--- src/rtl/ss_a2d_mc.sv ---
// ss_a2d_mc: multi-channel single-slope A2D controller.
// Selects an analog channel through an external mux and waits a settle time.
// Then ramps the DAC one code per STEP_CYC clocks until the comparator trips,
// and latches the crossing code as the result.
// Optional build macro SS_A2D_AVG_EN: average 2^AVG_LOG2 ramp passes per conversion.
module ss_a2d_mc #(
    parameter int unsigned  WIDTH      = 10,
    parameter int unsigned  NUM_CH     = 4,
    parameter int unsigned  SETTLE_CYC = 8,
    parameter int unsigned  STEP_CYC   = 2,
    parameter int unsigned  AVG_LOG2   = 2,
    localparam int unsigned CH_W       = $clog2(NUM_CH)
) (
    input  logic             clk,
    input  logic             rst_n,
    input  logic             strt_cnv,
    input  logic [CH_W-1:0]  chnnl,
    input  logic             gt,
    output logic [CH_W-1:0]  mux_sel,
    output logic [WIDTH-1:0] dac,
    output logic [WIDTH-1:0] result,
    output logic             ovr,
    output logic             busy,
    output logic             cnv_cmplt
);

    localparam int unsigned SET_W = $clog2(SETTLE_CYC + 1);
    localparam int unsigned STP_W = $clog2(STEP_CYC + 1);
    localparam logic [SET_W-1:0] SETTLE_LOAD = SET_W'(SETTLE_CYC);
    localparam logic [STP_W-1:0] STEP_LOAD   = STP_W'(STEP_CYC - 1);
    localparam logic [WIDTH-1:0] FULL_SCALE  = '1;

    typedef enum logic [1:0] {StIdle, StSettle, StRamp, StDone} state_e;

    state_e           state;
    logic [SET_W-1:0] settle_cnt;
    logic [STP_W-1:0] step_cnt;

    logic [CH_W-1:0]  chnnl_clamped;
    logic             step_last;
    logic             pass_ovf;
    logic             pass_end;

    // Out-of-range channel numbers only exist when NUM_CH is not a power of two.
    if ((2 ** CH_W) > NUM_CH) begin : g_clamp
        localparam logic [CH_W-1:0] MAX_CH = CH_W'(NUM_CH - 1);
        // Clamp the requested channel to the highest implemented one.
        always_comb begin
            chnnl_clamped = (chnnl > MAX_CH) ? MAX_CH : chnnl;
        end
    end else begin : g_no_clamp
        // Every encodable channel exists; pass straight through.
        always_comb begin
            chnnl_clamped = chnnl;
        end
    end

    // Decode the end of a step and whether the current pass finishes on it.
    always_comb begin
        step_last = (step_cnt == '0);
        pass_ovf  = !gt && (dac == FULL_SCALE);
        pass_end  = gt || pass_ovf;
    end

`ifdef SS_A2D_AVG_EN
    localparam int unsigned ACC_W = WIDTH + AVG_LOG2;

    logic [ACC_W-1:0]    acc;
    logic [AVG_LOG2-1:0] pass_idx;
    logic                ovr_acc;
    logic [ACC_W-1:0]    acc_sum;
    logic [WIDTH-1:0]    avg_result;
    logic                last_pass;

    // The ending code of a pass is always dac: the crossing code, or full scale on overflow.
    always_comb begin
        acc_sum    = acc + ACC_W'(dac);
        avg_result = WIDTH'(acc_sum >> AVG_LOG2);
        last_pass  = (pass_idx == '1);
    end
`endif

    // Conversion sequencer; all outputs are registered here.
    always_ff @(posedge clk or negedge rst_n) begin
        if (!rst_n) begin
            state      <= StIdle;
            settle_cnt <= '0;
            step_cnt   <= '0;
            mux_sel    <= '0;
            dac        <= '0;
            result     <= '0;
            ovr        <= 1'b0;
            busy       <= 1'b0;
            cnv_cmplt  <= 1'b0;
`ifdef SS_A2D_AVG_EN
            acc        <= '0;
            pass_idx   <= '0;
            ovr_acc    <= 1'b0;
`endif
        end else begin
            unique case (state)
                StIdle: begin
                    if (strt_cnv) begin
                        mux_sel    <= chnnl_clamped;
                        dac        <= '0;
                        cnv_cmplt  <= 1'b0;
                        busy       <= 1'b1;
                        settle_cnt <= SETTLE_LOAD;
`ifdef SS_A2D_AVG_EN
                        acc        <= '0;
                        pass_idx   <= '0;
                        ovr_acc    <= 1'b0;
`endif
                        state      <= StSettle;
                    end
                end
                StSettle: begin
                    if (settle_cnt == '0) begin
                        step_cnt <= STEP_LOAD;
                        state    <= StRamp;
                    end else begin
                        settle_cnt <= settle_cnt - 1'b1;
                    end
                end
                StRamp: begin
                    if (!step_last) begin
                        step_cnt <= step_cnt - 1'b1;
                    end else if (pass_end) begin
`ifdef SS_A2D_AVG_EN
                        if (last_pass) begin
                            result <= avg_result;
                            ovr    <= ovr_acc || pass_ovf;
                            state  <= StDone;
                        end else begin
                            // Re-settle and ramp again on the same channel.
                            acc        <= acc_sum;
                            pass_idx   <= pass_idx + 1'b1;
                            ovr_acc    <= ovr_acc || pass_ovf;
                            dac        <= '0;
                            settle_cnt <= SETTLE_LOAD;
                            state      <= StSettle;
                        end
`else
                        result <= dac;
                        ovr    <= pass_ovf;
                        state  <= StDone;
`endif
                    end else begin
                        dac      <= dac + 1'b1;
                        step_cnt <= STEP_LOAD;
                    end
                end
                StDone: begin
                    cnv_cmplt <= 1'b1;
                    busy      <= 1'b0;
                    dac       <= '0;
                    state     <= StIdle;
                end
                default: state <= StIdle;
            endcase
        end
    end

endmodule

--- config.mk ---
export PLATFORM = sky130hd
export DESIGN_NAME = ss_a2d_mc
export DESIGN_NICKNAME = d
export VERILOG_FILES = /design/src/rtl/ss_a2d_mc.sv
export SDC_FILE = /design/constraint.sdc
export NUM_CORES = 1
export LEC_CHECK = 0
export CORE_MARGIN = 1.5
export CORE_UTILIZATION = 52
export CTS_CLUSTER_SIZE = 24
export DETAILED_ROUTE_END_ITERATION = 16
export PLACE_DENSITY = 0.79
export SYNTH_ARGS = -nofsm -noshare
export SYNTH_HDL_FRONTEND = slang
export SYNTH_SLANG_ARGS = --single-unit
--- constraint.sdc ---
create_clock -name clk -period 2.5 [get_ports clk]
set_input_delay 0.375 -clock clk [delete_from_list [all_inputs] [get_ports clk]]
set_output_delay 0.375 -clock clk [all_outputs]
set_load 0.03 [all_outputs]
Yosys cells after proc, flatten, opt, wreduce, memory -nomap -nowiden
Index checks and enable logic that the tools add are counted. W data, S select, Z words.

Flip-flop bits (word level): 33. Output and inout port bits: 25.

Add/sub/neg operators: 3. Eq/ne operators: 11. Mux-type cells: 20. Reduce and logical (&&, ||, !) cells: 17.

Operators by type and width (number): $mux W10 (3); $pmux W10 S3 (1); $mux W2 (7); $ne A2 B2 Y1 const B (6); $add A10 B1 Y10 const B (1); $eq A10 B10 Y1 const B (1); $reduce_and A3 Y1 (3); $mux W4 (2); $pmux W2 S4 (1); $pmux W4 S2 (1); $reduce_and A4 Y1 (2); $reduce_bool A2 Y1 (3); $eq A2 B2 Y1 const B (2); $logic_not A2 Y1 (2); $logic_not A4 Y1 (1); $pmux W1 S2 (2); $pmux W2 S2 (1); $reduce_and A2 Y1 (2); $sub A4 B1 Y4 const B (1); $ne A3 B3 Y1 const B (1); $reduce_bool A3 Y1 (1); $eq A2 B1 Y1 const B (1); $mux W1 (2); $sub A2 B1 Y2 const B (1); other kinds (3) (3).

Depth between registers and ports, before layout
Depth in word-level cells: 6. Depth in mapped cells: 8. Gate-level depth less buffers: 6.

Least setup slack after synthesis
Ideal clock, no wire load.

Path kind: register -> register. Start point: register dac[0]. End point: register step_cnt[0]. Arrival: 1.919 ns. Path slack: 0.449 ns. Stages on the path, launching flop included: 6. Path buffers: 0. Clock period less this slack: 2.051 ns. Path through: dfrtp_1 > ha_1 > nand3_2 > o31ai_4 > a2111oi_1 > or3b_1.

Cells in the longest elaborated chain, start to end: 5.

RTL lines: from (decl) (RTL line 20) `output logic [WIDTH-1:0] dac,`; from (signal assigned) (RTL line 149) `dac <= dac + 1'b1;`; $eq A10 B10 Y1 (RTL line 61) `pass_ovf = !gt && (dac == FULL_SCALE);`; $logic_and A1 B1 Y1 (RTL line 61); $logic_or A1 B1 Y1 (RTL line 62) `pass_end = gt || pass_ovf;`; $ne A3 B3 Y1 (no source line); $reduce_and A3 Y1 (no source line); to (signal assigned) (RTL line 127) `step_cnt <= step_cnt - 1'b1;`; to (decl) (RTL line 37) `logic [STP_W-1:0] step_cnt;`.

No other way between the ends. A chain may end at the register's enable or synchronous reset.

Worst setup path after layout
Start point: register dac[0]. End point: register result[8].

Cells in the longest elaborated chain, start to end: 4.

RTL lines: $eq A10 B10 Y1 (RTL line 61); $logic_and A1 B1 Y1 (RTL line 61); $logic_or A1 B1 Y1 (RTL line 62); $reduce_and A3 Y1 (no source line); to (signal assigned) (RTL line 91) `result <= '0;`; to (signal assigned) (RTL line 144) `result <= dac;`; to (decl) (RTL line 21) `output logic [WIDTH-1:0] result,`.

No other way between the ends.

==> impl_metrics.csv <==
group,metric,value,unit
status,run_status,"finished clean",
timing,timing.final.crit_period,2.110,ns
yosys,post-synth-top-area-fraction,0.4580,
job,maxCapViolCount,0,
worst_setup_path,arrival,2.34,ns
worst_setup_path,crit_path_end_kind,"register",
routing,avgRoutedWirePerCell,15.41,um
clock_tree,post_cts_resize_count,0,
timing,finalMaxSlewViolations,0,
yosys,yosysWarnings,0,
timing,fmax,474.0,MHz
worst_setup_path,setup.worst_path.start_class,"register",
clock_tree,numClockSinks,33,
final_layout,final_net_count,214,
global_routing,grt_pass1_wl,6175,um
pwr,power.density_cell_area,945.1,nW/um^2
final_layout,area_growth,23.39,%
worst_setup_path,path_max_fanout,11,
clock_tree,cts-htree-levels,2,
timing,transition_time_of_the_tightest_slew_check_pin,0.5069,ns
yosys,synth_nets,178,
placed_design,detailedPlacementHpwl,2720,um
yosys,ys_async_sr_fraction,1.000,
yosys,mappedNetlistArea,1803,um^2
worst_setup_path,cp_startpoint,"dac[0]",
worst_setup_path,flop2flop_setup_slack,0.39,ns
routing,routed_wirelength,3822,um
worst_setup_path,crit_cells,5,
clock_tree,post_cts.repair.setup_buffers,0,
clock_tree,ctsHoldBuffers,0,
timing,finalHoldViolCount,0,
global_routing,grt_max_degree,34,
floorplanning,initial_core_util,0.5403,
global_routing,global_route.overflow_total,0,
timing,final.setup.tns,0,ns
final_layout,antenna-diode-count,0,
pwr,leakagePower,1.022,nW
global_routing,number_of_antenna_violations_at_the_first_check_in_global_routing,0,
floorplanning,core_area,3337,um^2
worst_setup_path,r2r_end,"result[8]",
floorplanning,die_w,61.89,um
yosys,synth_ff_type,"sky130_fd_sc_hd__dfrtp_1",
clock_tree,cts_inserted_buffers,5,
worst_setup_path,worst_r2r_startpoint,"dac[0]",
floorplanning,core.rowCount,21,
yosys,synth.lib_cells_used.distinct,52,
yosys,area_contributors_post_synth,"sky130_fd_sc_hd__dfrtp_1 (46%), sky130_fd_sc_hd__mux2_2 (7.5%), sky130_fd_sc_hd__ha_1 (4.9%), sky130_fd_sc_hd__a211o_1 (2.9%), sky130_fd_sc_hd__a21oi_1 (2.5%)",
clock_tree,clkSlewWorstSetupHoldPaths,0.10,ns
timing,worst_max_slew_margin_expressed_relative_to_the_limit,0.6621,
routing,detailedRoute.firstIterationViolations,79,
clock_tree,cts_buffer_depth,2,
floorplanning,ios,31,
timing,finalSetupViolations,0,
routing,post-route-drc-count,0,
timing,setup_slack,0.3904,ns
routing,antenna_violating_nets_post_route,0,
final_layout,nFillCells,280,
routing,drt_pass1_iterations,4,
placed_design,dpl_worst_slack,0.3634,ns
routing,detailed_route_vias_per_instance,5.815,
worst_setup_path,worst_path_max_delay_cell,"sky130_fd_sc_hd__o31ai_4",
yosys,synth_largest_area_cell,"sky130_fd_sc_hd__dfrtp_1",
yosys,ys_ff_latch,33,
worst_setup_path,critPathKind,"register to register",
global_routing,first_global_vias,1414,
pwr,worst_ir_drop_vdd,0.0007324,V
clock_tree,cts_tree,"done",
worst_setup_path,worst_path_cell_trace,"ha_1 -> nand3_2 -> o31ai_4 -> nand2_4 -> mux2_1",
worst_setup_path,worst-endpoint-required,2.73,ns
worst_setup_path,critical_path_s_top_delay_family,"compound AO/OA/AOI/OAI gates",
yosys,most_frequent_cells_after_synthesis,"sky130_fd_sc_hd__dfrtp_1 (33), sky130_fd_sc_hd__mux2_2 (12), sky130_fd_sc_hd__nand2_1 (12)",
final_layout,layout_cells_sized_above_1,0.1980,
placed_design,numPortBuffers,30,
clock_tree,cts_root_buf,"sky130_fd_sc_hd__clkbuf_4",
yosys,synth_enable_flop_cells,0,
worst_setup_path,timing.critical_path.to,"result[8]",
min_path,hold_path_class,"input port to asynchronous set/reset pin",
yosys,avgSynthCellArea,10.93,um^2
timing,skew,0.006686,ns
worst_setup_path,r2r.worst_path.cells,5,
pwr,post-layout-total-power,2.103,mW
worst_setup_path,path_buf_inv,0,
yosys,yosysSeqAreaShare,0.4580,
placed_design,gp_congestion,0.8259,
clock_tree,worst_skew_pair.late_latency,0.34,ns
timing,grt_setup_unrepaired,"no",
yosys,yosysMostFrequentCell,"sky130_fd_sc_hd__dfrtp_1",
floorplanning,floorplan_die_area,3830,um^2
routing,routed-via-count,1442,
yosys,synthesis.instances,165,
floorplanning,die_h,61.89,um
worst_setup_path,critPathMaxStageDelay,0.54,ns
timing,period_share,0.8438,
global_routing,grtUsageTotal,0.2260,
## flip-flops by register name (all words and copies together) (netlist names)
signal	cells
mux_sel	2
dac	10
result	10
settle_cnt	4
state	2
ovr	1
busy	1
step_cnt	2
cnv_cmplt	1
## through the flow
stage	hold WS, ns	cell area (um^2)	cells	utilization
floorplan	0.07941	1803	165	-
finish	0.4127	2225	248	0.6667
CTS	0.4289	2225	248	0.6667
detailed placement	0.4868	2170	240	0.6502
global route	0.4705	2225	248	0.6667
global placement	0.4747	2170	240	0.6502
## worst reg2reg max path, cell delays in order (launching register included)
cell	delay, ns
sky130_fd_sc_hd__dfrtp_1	0.48
sky130_fd_sc_hd__ha_1	0.25
sky130_fd_sc_hd__nand3_2	0.17
sky130_fd_sc_hd__o31ai_4	0.55
sky130_fd_sc_hd__nand2_4	0.20
sky130_fd_sc_hd__mux2_1	0.36
## placed cells by master (no fill, tap or decap), types with 2 or more instances in the layout
| master | count |
|---|---|
| sky130_fd_sc_hd__dfrtp_1 | 33 |
| sky130_fd_sc_hd__clkdlybuf4s50_1 | 30 |
| sky130_fd_sc_hd__nand2_1 | 12 |
| sky130_fd_sc_hd__mux2_2 | 12 |
| sky130_fd_sc_hd__a21oi_1 | 9 |
| sky130_fd_sc_hd__inv_1 | 8 |
| sky130_fd_sc_hd__ha_1 | 7 |
| sky130_fd_sc_hd__buf_4 | 7 |
| sky130_fd_sc_hd__nand2b_1 | 6 |
| sky130_fd_sc_hd__a211oi_1 | 6 |
| sky130_fd_sc_hd__a211o_1 | 6 |
| sky130_fd_sc_hd__o21ai_0 | 5 |
| sky130_fd_sc_hd__clkbuf_4 | 5 |
| sky130_fd_sc_hd__nor2_1 | 4 |
| sky130_fd_sc_hd__nand3_1 | 3 |
| sky130_fd_sc_hd__or4_1 | 3 |
| sky130_fd_sc_hd__nand3_2 | 2 |
| sky130_fd_sc_hd__a2111oi_0 | 2 |
| sky130_fd_sc_hd__o21a_1 | 2 |
| sky130_fd_sc_hd__or3_1 | 2 |
| sky130_fd_sc_hd__o211a_1 | 2 |
| sky130_fd_sc_hd__nor3_1 | 2 |
| sky130_fd_sc_hd__and3_2 | 2 |
| sky130_fd_sc_hd__and3_1 | 2 |
| sky130_fd_sc_hd__clkinv_2 | 2 |
## cell families after synthesis
family	count (synthesis)	share of synthesized area
buf+inv	16	0.04094
compound gates	45	0.1950
flops	33	0.4580
fa+ha+maj	7	0.04858
simple gates	50	0.1707
mux	14	0.08675
## worst min path at each step
stage	end	cells past startpoint	startpoint
floorplan	busy	0	rst_n
global placement	result[8]	1	result[8]
detailed placement	result[8]	1	result[8]
CTS	dac[5]	2	rst_n
global route	result[1]	2	rst_n
finish	result[9]	2	rst_n
## area by class of cell
class | instances | area [um^2] | share of cell area
Clock buffer | 5 | 37.54 | 0.01687
Timing Repair Buffer | 37 | 352.8 | 0.1586
Inverter | 8 | 30.03 | 0.01350
Sequential cell | 33 | 825.8 | 0.3712
Clock inverter | 3 | 17.52 | 0.007874
Multi-Input combinational cell | 116 | 903.4 | 0.4061
Tap cell | 46 | 57.56 | 0.02587
## layer usage
layer / track usage / vias to the layer above / share of wire
met2: 0.3684 / 36 / 0.51
li1: - / 697 / -
met4: 0.1550 / 0 / 0.024
met1: 0.2639 / 699 / 0.42
met3: 0.05176 / 10 / 0.045
met5: 0 / - / 0
## power by group
group | internal [mW] | switching [mW] | leakage, nW
registers | 0.651 | 0.0882 | 0.433
logic | 0.430 | 0.637 | 0.557
clock network | 0.106 | 0.191 | 0.0310
No activity file was read; power rests on OpenSTA's default activity.
